$ cat src/rtl/muldiv_pkg.sv
// Shared definitions for the multiply/divide unit and the decoder that
// drives md_op: opcode encodings, FSM state encoding, and an opcode
// classification helper.
package muldiv_pkg;

   localparam logic [2:0] MD_NOP   = 3'd0;
   localparam logic [2:0] MD_MULT  = 3'd1;
   localparam logic [2:0] MD_MULTU = 3'd2;
   localparam logic [2:0] MD_DIV   = 3'd3;
   localparam logic [2:0] MD_DIVU  = 3'd4;
   localparam logic [2:0] MD_MTHI  = 3'd5;
   localparam logic [2:0] MD_MTLO  = 3'd6;

   typedef enum logic [1:0] {
      IDLE = 2'd0,
      RUN  = 2'd1,
      FIN  = 2'd2
   } md_state_e;

   // True for the ops that take the iterative path.
   function automatic logic md_is_arith(input logic [2:0] op);
      return (op == MD_MULT) || (op == MD_MULTU) || (op == MD_DIV) || (op == MD_DIVU);
   endfunction

endpackage

$ cat src/rtl/muldiv_step.sv
// One radix-2 iteration on the {acc, q} register pair.
//   is_div_i : 0 = shift-add multiply step, 1 = restoring divide step
//   acc_i/q_i: current accumulator / low-word (multiplier or quotient)
//   b_i      : multiplicand or divisor magnitude
//   acc_o/q_o: next accumulator / low-word
module muldiv_step #(
   parameter int WIDTH = 32
) (
   input  logic             is_div_i,
   input  logic [WIDTH-1:0] acc_i,
   input  logic [WIDTH-1:0] q_i,
   input  logic [WIDTH-1:0] b_i,
   output logic [WIDTH-1:0] acc_o,
   output logic [WIDTH-1:0] q_o
);

   logic [WIDTH:0] sum;   // acc + (q[0] ? b : 0), carry kept
   logic [WIDTH:0] sh;    // {acc, q} shifted left one, top part
   logic           ge;    // shifted remainder >= divisor

   assign sum = {1'b0, acc_i} + (q_i[0] ? {1'b0, b_i} : '0);
   assign sh  = {acc_i, q_i[WIDTH-1]};
   assign ge  = (sh >= {1'b0, b_i});

   always_comb begin
      acc_o = acc_i;
      q_o   = q_i;
      if (is_div_i) begin
         // Remainder stays below the divisor, so it fits in WIDTH bits.
         acc_o = ge ? WIDTH'(sh - {1'b0, b_i}) : sh[WIDTH-1:0];
         q_o   = {q_i[WIDTH-2:0], ge};
      end else begin
         // Product bits drop out of acc into the top of q as q shifts right.
         acc_o = sum[WIDTH:1];
         q_o   = {sum[0], q_i[WIDTH-1:1]};
      end
   end

endmodule

$ cat src/rtl/muldiv_sequencer.sv
// Iterative multiply/divide unit owning the HI/LO registers.
// Ports:
//   clk, rst_n          : clock, asynchronous active-low reset
//   md_valid, md_op     : md instruction in ID/EX and its opcode
//   opA, opB            : dividend/multiplicand, divisor/multiplier
//   mf_req              : MFHI/MFLO in ID/EX
//   flush               : abort any in-flight operation
//   busy, stall, done   : status; stall is combinational
//   hi, lo              : architectural HI/LO
module muldiv_sequencer
   import muldiv_pkg::*;
#(
   parameter int WIDTH = 32,
   parameter int CNT_W = 6
) (
   input  logic             clk,
   input  logic             rst_n,
   input  logic             md_valid,
   input  logic [2:0]       md_op,
   input  logic [WIDTH-1:0] opA,
   input  logic [WIDTH-1:0] opB,
   input  logic             mf_req,
   input  logic             flush,
   output logic             busy,
   output logic             stall,
   output logic             done,
   output logic [WIDTH-1:0] hi,
   output logic [WIDTH-1:0] lo
);

   md_state_e          state_q, state_d;
   logic [CNT_W-1:0]   cnt_q, cnt_d;
   logic [WIDTH-1:0]   acc_q, acc_d, q_q, q_d, b_q, b_d;
   logic [WIDTH-1:0]   hi_q, hi_d, lo_q, lo_d;
   logic               div_q, div_d;     // op is a divide
   logic               neg_q, neg_d;     // product/quotient sign: signA ^ signB
   logic               rneg_q, rneg_d;   // remainder sign: signA
   logic               dz_q, dz_d;       // divisor was zero
   logic               done_q, done_d;

   logic [WIDTH-1:0]   step_acc, step_q;
   logic [2*WIDTH-1:0] prod, prod_s;
   logic               sgn_op, sa, sb;

   muldiv_step #(.WIDTH(WIDTH)) u_step (
      .is_div_i (div_q),
      .acc_i    (acc_q),
      .q_i      (q_q),
      .b_i      (b_q),
      .acc_o    (step_acc),
      .q_o      (step_q)
   );

   assign prod   = {acc_q, q_q};
   assign prod_s = neg_q ? -prod : prod;

   // Only signed ops take operand magnitudes.
   assign sgn_op = (md_op == MD_MULT) || (md_op == MD_DIV);
   assign sa     = sgn_op & opA[WIDTH-1];
   assign sb     = sgn_op & opB[WIDTH-1];

   assign busy  = (state_q != IDLE);
   assign stall = busy & (md_valid | mf_req);
   assign done  = done_q;
   assign hi    = hi_q;
   assign lo    = lo_q;

   always_comb begin
      state_d = state_q;
      cnt_d   = cnt_q;
      acc_d   = acc_q;
      q_d     = q_q;
      b_d     = b_q;
      hi_d    = hi_q;
      lo_d    = lo_q;
      div_d   = div_q;
      neg_d   = neg_q;
      rneg_d  = rneg_q;
      dz_d    = dz_q;
      done_d  = 1'b0;
      case (state_q)
         IDLE: begin
            if (md_valid && !flush) begin
               if (md_is_arith(md_op)) begin
                  acc_d   = '0;
                  q_d     = sa ? -opA : opA;
                  b_d     = sb ? -opB : opB;
                  div_d   = (md_op == MD_DIV) || (md_op == MD_DIVU);
                  neg_d   = sa ^ sb;
                  rneg_d  = sa;
                  dz_d    = (opB == '0);
                  cnt_d   = CNT_W'(WIDTH);
                  state_d = RUN;
               end else if (md_op == MD_MTHI) begin
                  hi_d = opA;
               end else if (md_op == MD_MTLO) begin
                  lo_d = opA;
               end
            end
         end
         RUN: begin
            acc_d = step_acc;
            q_d   = step_q;
            cnt_d = cnt_q - 1'b1;
            if (flush)             state_d = IDLE;
            else if (cnt_q == 1'b1) state_d = FIN;
         end
         FIN: begin
            state_d = IDLE;
            if (!flush) begin
               done_d = 1'b1;
               if (div_q) begin
                  // Divide by zero: remainder path already returns opA;
                  // the quotient is forced to all ones regardless of sign.
                  lo_d = dz_q ? '1 : (neg_q ? -q_q : q_q);
                  hi_d = rneg_q ? -acc_q : acc_q;
               end else begin
                  hi_d = prod_s[2*WIDTH-1:WIDTH];
                  lo_d = prod_s[WIDTH-1:0];
               end
            end
         end
         default: state_d = IDLE;
      endcase
   end

   always_ff @(posedge clk or negedge rst_n) begin
      if (!rst_n) begin
         state_q <= IDLE;
         cnt_q   <= '0;
         acc_q   <= '0;
         q_q     <= '0;
         b_q     <= '0;
         hi_q    <= '0;
         lo_q    <= '0;
         div_q   <= 1'b0;
         neg_q   <= 1'b0;
         rneg_q  <= 1'b0;
         dz_q    <= 1'b0;
         done_q  <= 1'b0;
      end else begin
         state_q <= state_d;
         cnt_q   <= cnt_d;
         acc_q   <= acc_d;
         q_q     <= q_d;
         b_q     <= b_d;
         hi_q    <= hi_d;
         lo_q    <= lo_d;
         div_q   <= div_d;
         neg_q   <= neg_d;
         rneg_q  <= rneg_d;
         dz_q    <= dz_d;
         done_q  <= done_d;
      end
   end

endmodule
$ cat config.mk
export PLATFORM = sky130hd
export DESIGN_NAME = muldiv_sequencer
export DESIGN_NICKNAME = d
export VERILOG_FILES = /design/src/rtl/muldiv_pkg.sv /design/src/rtl/muldiv_step.sv /design/src/rtl/muldiv_sequencer.sv
export SDC_FILE = /design/constraint.sdc
export NUM_CORES = 1
export LEC_CHECK = 0
export CAP_MARGIN = 20
export CORE_MARGIN = 3
export CORE_UTILIZATION = 55
export CTS_BUF_LIST = sky130_fd_sc_hd__clkbuf_8
export DETAILED_ROUTE_END_ITERATION = 6
export PLACE_DENSITY = 0.77
export SYNTH_ARGS = -nofsm -noshare
export SYNTH_HDL_FRONTEND = slang
export SYNTH_HIERARCHICAL = 1
export SYNTH_SLANG_ARGS = --single-unit
$ cat constraint.sdc
create_clock -name clk -period 8.5 [get_ports clk]
set_input_delay 1.7 -clock clk [delete_from_list [all_inputs] [get_ports clk]]
set_output_delay 1.7 -clock clk [all_outputs]
set_load 0.02 [all_outputs]
# Word level (Yosys, flattened, before mapping)

Index checks and enable logic that the tools add are counted.

Flip-flop bits (word level): 173
Latch bits: 0
Memory bits (writable): 0
ROM bits: 0
Logic and storage cells: 99
Memories: 0

Add/sub/neg operators: 8
$mul: 0
Div/mod/pow operators: 0
Order comparisons: 1
Eq/ne operators: 17
Shift-type cells: 0
Muxes and demuxes: 39
Bitwise logic cells: 5
Reduce and logical (&&, ||, !) cells: 17

Operator list:

| cell                  | number |
|---|---|
| $mux W32              | 24 |
| $pmux W32 S2          | 4 |
| $neg A32 Y32          | 4 |
| $mux W64              | 1 |
| $neg A64 Y64          | 1 |
| $add A32 B32 Y33      | 1 |
| $ge A33 B32 Y1        | 1 |
| $logic_not A32 Y1     | 1 |
| $sub A32 B32 Y32      | 1 |
| $ne A2 B2 Y1 const B  | 7 |
| $mux W6               | 2 |
| $pmux W6 S2           | 1 |
| $eq A3 B3 Y1 const B  | 3 |
| $reduce_and A3 Y1     | 3 |
| $mux W2               | 4 |
| $eq A3 B2 Y1 const B  | 2 |
| $eq A6 B1 Y1 const B  | 1 |
| $reduce_and A6 Y1     | 1 |
| $reduce_bool A2 Y1    | 3 |
| $sub A6 B1 Y6 const B | 1 |
| $logic_or A1 B1 Y1    | 5 |
| $reduce_and A5 Y1     | 1 |
| $pmux W2 S2           | 1 |
| $and A1 B1 Y1         | 3 |
| other kinds (10)      | 11 |

# Longest topological paths before layout

Gate-level depths: netlist of run 1.

Depth after elaboration: 7
Gate-level depth with buffers: 14
Mapped depth without buffers: 14

# Hierarchy

The synthesis of run 1 kept the hierarchy.

By module, submodules not included:

| module           | instances | cells an instance | area each (sq um) |
|---|---|---|---|
| muldiv_sequencer | 1         | 1,219             | 10,536.4 |
| muldiv_step      | 1         | 671               | 4,698.3 |

# Least setup slack after synthesis of run 1

OpenSTA, ideal clock, no wires.

Kind: input to output
From: input mf_req
To: output stall
Arrival: 2.006 ns
Required time: 6.800 ns
Path slack: 4.794 ns
Stages: 2
Path buffers: 0
Cells stage by stage: nor2_1 nor2_1

Word-level cells in the longest chain between the ends: 2

RTL lines:

| item            | line                   | RTL |
|---|---|---|
| start, declared | muldiv_sequencer.sv:22 | `input logic mf_req,` |
| $or A1 B1 Y1    | muldiv_sequencer.sv:63 | `assign stall = busy & (md_valid \| mf_req);` |
| $and A1 B1 Y1   | muldiv_sequencer.sv:63 |  |
| end, declared   | muldiv_sequencer.sv:25 | `output logic stall,` |

No other way between the ends.

# Worst setup path in the final report of run 1

From: input md_valid
To: output stall

Word-level cells in the longest chain between the ends: 2

RTL lines:

| item            | line                   | RTL |
|---|---|---|
| start, declared | muldiv_sequencer.sv:18 | `input logic md_valid,` |
| $or A1 B1 Y1    | muldiv_sequencer.sv:63 |  |
| $and A1 B1 Y1   | muldiv_sequencer.sv:63 |  |

No other way between the ends.

==> results of run 1 <==
==> Yosys cell counts (5+ instances only) <==
cell,n,area share
xnor2_1,98,0.056
o21bai_1,8,0.0039
xor2_1,53,0.030
mux2i_1,33,0.022
nand3_1,40,0.013
nand2b_1,17,0.0070
a211oi_1,19,0.0094
clkbuf_1,84,0.021
a221oi_1,13,0.0075
buf_1,8,0.0020
o211ai_1,9,0.0044
o21a_1,15,0.0074
a22o_1,36,0.021
a31o_2,5,0.0029
a31oi_1,27,0.011
o22ai_1,51,0.021
or4_1,12,0.0059
a22oi_1,18,0.0089
nor3_1,42,0.014
or3_1,29,0.012
nor4_1,39,0.016
or2_2,5,0.0021
ha_1,70,0.057
and2_1,40,0.016
o31ai_1,29,0.014
mux2_2,31,0.023
o21ai_0,153,0.050
nor3b_1,5,0.0025
a21oi_1,139,0.046
nand4_1,22,0.0090
buf_2,15,0.0049
inv_1,77,0.019
nand2_1,148,0.036
o41ai_1,13,0.0075
o21ai_1,5,0.0016
dfrtp_1,173,0.28
and3_1,21,0.0086
nor2b_1,12,0.0049
nor2_1,144,0.035
a21o_1,42,0.021
==> cells by family (layout without fill, tap and decap cells) <==
| logic type | after synthesis | after routing |
|---|---|---|
| xor gates and xnor gates | 151 | 151 |
| DFF | 173 | 173 |
| buffers and inverters | 188 | 266 |
| adders and majority gates | 72 | 72 |
| AOI/OAI and AO/OA | 635 | 635 |
| muxes | 64 | 64 |
| and+or+nand+nor | 607 | 607 |
==> stage by stage <==
step,setup slack (ns),std cells
after floorplan,4.794,1890
after global placement,3.826,2308
after detailed placement,3.847,2308
after CTS,3.834,2340
after global routing,3.799,2340
final,3.838,2340
==> state kept, by name, indices dropped and copies added, names as in the netlist, 2 cells and up <==
register  cells
acc_q        32
b_q          32
lo           32
hi           32
cnt_q         6
state_q       2
q_q          32
==> layout make-up <==
type	instances	area [sq um]	share of cell area
Multi-Input combinational cell	1529	10200	0.5934
Clock buffer	17	234.0	0.01361
Sequential cell	173	4330	0.2520
Inverter	78	292.8	0.01704
Tap cell	372	465.4	0.02708
Timing Repair Buffer	156	1518	0.08831
Clock inverter	15	147.6	0.008591
==> worst paths after layout <==
check | endpoint | depth (start not counted) | start | slack (ns)
worst max-delay path | stall | 4 | md_valid | 3.84
worst min-delay path | lo[11] | 2 | lo[11] | 0.49
worst max register to register | acc_q[28] | 11 | acc_q[3] | 4.27
worst min register to register | lo[11] | 2 | lo[11] | 0.49
max in group asynchronous | hi[12] | 2 | rst_n | 5.78
min in group asynchronous | lo[6] | 1 | rst_n | 1.29
==> where the power goes <==
group	internal, mW	total (mW)	switching, mW	leakage [nW]
Sequential	1.15	1.74	0.589	2.14
Clock	0.219	0.599	0.380	0.195
Combinational	1.71	3.92	2.21	4.81
==> worst register-to-register path: stages (launching register included) <==
cell and delay (ns):
dfrtp_1 0.62, ha_1 0.51, o21ai_0 0.12, a21oi_1 0.27
o31ai_1 0.18, o21a_1 0.29, o21ai_1 0.31, nand3_1 0.40
and2_2 0.49, a2111oi_0 0.53, o22ai_1 0.17, a22o_1 0.22
==> layer usage <==
layer | up-vias | GRT usage | share of wire
met3 | 124 | 0.04938 | 0.090
met5 | - | 0 | 0
met4 | 0 | 0.1406 | 0.042
met2 | 920 | 0.5519 | 0.45
li1 | 7149 | - | -
met1 | 7428 | 0.4836 | 0.42
==> flow_summary.yaml, run 1 <==
grt:
  overflow: 0
  antenna_found_initial: 0
  grt_pass1_wl_mm: 80.99
  grt_max_degree: 106
  gr-usage-all-layers: 0.3492
  grt_pass1_vias: 14253
die:
  initial_utilization: 0.5621
  fp.coreArea_sq_um: 27100
  die_h_um: 172.4
  num_rows: 60
  dieArea_sq_um: 29730
  pin_count: 139
  die_w_um: 172.4
setup_path:
  slowest_stage: "clkdlybuf4s50_1"
  cpPeakStageDelay_ns: 0.61
  required_ns: 6.80
  crit_path_start_kind: "input pin"
  cp.arrival_ns: 2.96
  critical_path_class: "in2out"
  crit_path_end_kind: "output pin"
  worstPathCellList: "clkdlybuf4s50_1 -> nor2_1 -> nor2_1 -> clkdlybuf4s50_1"
  crit_family: "buffers and inverters"
  crit_fanout: 3
  critical_path_buf_inv_count: 2
routing:
  drtPass1Iterations: 6
  drtIter0Drc: 2183
  vias: 15621
  postRouteAntennaNets: 0
  wl_per_cell_um: 22.62
  wl_mm: 52.93
  viasPerCell: 6.676
  drc: 0
synthesis:
  synth_edf_count: 0
  synth_top_family_by_area: "compound AO/OA/AOI/OAI gates"
  synth_simple_gate_area_share: 0.2046
  synth-xor-area-share: 0.08681
  synth_cell_types: 84
  synthArstFlopShare: 1.000
  synth_area_per_cell_sq_um: 8.061
  synth_compound_gate_area_share: 0.2712
  seq_area_frac_synth: 0.2842
  muxShareOfSynthArea: 0.04460
  syn_area_sq_um: 15230
  synthAdderAreaFrac: 0.06012
  ys_warn_count: 6
  synth_cells: 1890
  synth_nets: 2034
  synth_flop_cell: "dfrtp_1"
  ys_ff_latch: 173
sta:
  period_minus_slack_ns: 4.662
  setup_tns_ns: 0
  skew_ns: 0.01947
  finalHoldWorstSlack_ns: 0.4920
  slew_violations: 0
  timing.final.crit_share: 0.5485
  rsz0062_at_grt: "false"
  setup_viol: 0
  finalHoldViolCount: 0
  fmax_ghz: 0.2145
  tightestPinTransition_ns: 1.072
  max_slew_margin: 0.2785
cts:
  clock-sinks: 173
  numCtsBuffers: 17
  root_buffer: "clkbuf_8"
  hold_buffers: 0
  clk_pin_slew_ns: 0.11
  cts.path.max_buffers: 2
  htreeDepth: 4
  cts_tree: "yes"
  clk_latency_ns: 0.49
  cts_resized: 0
  cts_setup_buffers: 0
placed_design:
  dp_hpwl_mm: 40.03
  io_buffers: 138
  post_dp_cell_area_sq_um: 16800
  routabilityCongestion: 0.9911
power_and_ir_drop:
  irDropWorstVdd_v: 0.0001561
  power.total_mw: 6.259
  leakage_nw: 7.147
  power_density_nw_per_um2: 364.2
cells_and_area:
  final_common_cell: "dfrtp_1"
  area_growth_pct: 12.80
  num_antenna_cells: 0
  post-route-cell-area_sq_um: 17190
  final_cell_mix: "dfrtp_1, o21ai_0, nand2_1"
  fill_cells: 2399
  fin_util: 0.6341
  nets: 2099
  drive_above_1_share: 0.06352
outcome:
  status: "finished, final reports clean"
flow_run:
  maxCapViolations: 0
worst_hold_path:
  hp-class: "reg2reg"
Power figures use the tool's default switching activity.
==> inputs of run 2 (changes only) <==
- clock period: 8.5 -> 4.8 ns (I/O delays scaled with it)
==> flow_summary.yaml, run 2 (synthesis gave the netlist of run 1 again) <==
grt:
  gr-usage-all-layers: 0.3571
  grt_pass1_wl_mm: 82.69
  grt_pass1_vias: 14665
  antenna_found_initial: 0
  grt_max_degree: 110
  overflow: 0
die:
  initial_utilization: 0.5621
  pin_count: 139
  die_w_um: 172.4
  num_rows: 60
  fp.coreArea_sq_um: 27100
  die_h_um: 172.4
  dieArea_sq_um: 29730
setup_path:
  rrSetupSlack_ns: 0.61
  worstPathCellList: "buf_4 -> and2_1 -> ha_1 -> o211ai_1 -> o211ai_1 -> a21oi_1 -> a211oi_1 -> a31oi_1 -> o31ai_1 -> mux2_2 -> a211o_1 -> o21ai_0 -> a22o_1"
  cp.arrival_ns: 4.62
  crit_fanout: 29
  critical_path_class: "reg2reg"
  critical_path_buf_inv_count: 1
  required_ns: 5.23
  cpPeakStageDelay_ns: 0.60
  crit_path_start_kind: "flip-flop"
  crit_family: "compound AO/OA/AOI/OAI gates"
  crit_top_cell: "o211ai_1"
  slowest_stage: "a211oi_1"
  crit_path_end_kind: "flip-flop"
routing:
  viasPerCell: 6.720
  drtIter0Drc: 2180
  vias: 15887
  postRouteAntennaNets: 0
  wl_per_cell_um: 22.83
  drtPass1Iterations: 7
  drc: 1
  wl_mm: 53.98
cells_and_area:
  num_antenna_cells: 0
  final_cell_mix: "dfrtp_1, o21ai_0, nand2_1"
  fin_cells: 2364
  post-route-cell-area_sq_um: 17400
  area_growth_pct: 14.22
  nets: 2123
  drive_above_1_share: 0.07430
  final_common_cell: "dfrtp_1"
sta:
  setup_viol: 0
  worst_slack_ns: 0.6067
  period_minus_slack_ns: 4.193
  finalHoldViolCount: 0
  skew_ns: 0.02725
  tightestPinTransition_ns: 1.081
  setup_tns_ns: 0
  rsz0062_at_grt: "false"
  fmax_ghz: 0.2385
  max_slew_margin: 0.2796
  timing.final.crit_share: 0.8736
  slew_violations: 0
placed_design:
  dp_slack_ns: 0.7360
  post_dp_cell_area_sq_um: 16990
  io_buffers: 138
  dp.cells: 2330
  dp_hpwl_mm: 41.21
  routabilityCongestion: 1.026
cts:
  clk_latency_ns: 0.50
  clock-sinks: 173
  root_buffer: "clkbuf_8"
  numCtsBuffers: 17
  htreeDepth: 4
  cts_tree: "yes"
  clk_pin_slew_ns: 0.12
  cts.path.max_buffers: 2
  hold_buffers: 0
  cts_resized: 0
  cts_setup_buffers: 0
power_and_ir_drop:
  power_density_nw_per_um2: 655.0
  leakage_nw: 7.285
  irDropWorstVdd_v: 0.0002407
worst_hold_path:
  hp-class: "in2async"
flow_run:
  maxCapViolations: 0
outcome:
  violations: "DRC"
  status: "complete, but fails checks"
run 2: cell count changes in the layout (fill, tap and decap cells not counted), sizes merged:
cell    change
buf        +24
clkbuf      +1
inv         -1
run 2: layout make-up:
type                       count  area (sq um)
multi-input combinational   1529         10200
fill                        2409          9699
sequential                   173          4330
timing repair buffer         180          1738
tap                          372         465.4
inverter                      78         292.8
clock buffer                  18         247.7
clock inverter                14         130.1
run 2: routing by layer:
layer / up-vias / global-route usage / wire [um]
met1: 7512 / 0.4879 / 22030
met5: - / 0 / 0
li1: 7190 / - / -
met2: 1023 / 0.5547 / 23640
met4: 0 / 0.1704 / 2726
met3: 162 / 0.05716 / 5576
run 2: final timing paths:
kind,startpoint,end,cells past startpoint
worst max-delay path,q_q[0],acc_q[30],13
worst min register to register,lo[2],lo[2],2
max in group asynchronous,rst_n,b_q[18],2
min in group clk,lo[2],lo[2],2
worst max register to register,q_q[0],acc_q[30],13
worst min-delay path,rst_n,lo[6],1
run 2: power by group:
| group | switching (mW) | internal (mW) | leakage (nW) |
|---|---|---|---|
| Sequential | 0.874 | 2.04 | 2.14 |
| Combinational | 4.27 | 3.15 | 4.95 |
| Clock | 0.671 | 0.395 | 0.196 |
| Total | 5.81 | 5.59 | 7.29 |
run 2: worst register-to-register path, stage by stage, from the launching register on:
cell,delay (ns)
dfrtp_1,0.56
buf_4,0.30
and2_1,0.17
ha_1,0.37
o211ai_1,0.14
o211ai_1,0.28
a21oi_1,0.15
a211oi_1,0.60
a31oi_1,0.26
o31ai_1,0.37
mux2_2,0.39
a211o_1,0.27
o21ai_0,0.14
a22o_1,0.14
run 2: metrics by stage:
step           total power [mW]  hold WS (ns)  utilization
3_3_place_gp              9.966        0.4633       0.6271
4_1_cts                   11.17        0.4484       0.6410
3_5_place_dp              10.10        0.4753       0.6271
2_1_floorplan             7.668        0.4420            -
5_1_grt                   12.08        0.4696       0.6421
6_report                  11.40        0.4163       0.6421
==> inputs of run 3 (changes only) <==
- CTS_CLUSTER_SIZE: not set -> 28
==> results of run 3 <==
The final DEF is identical to that of run 2; final timing and power are the same.
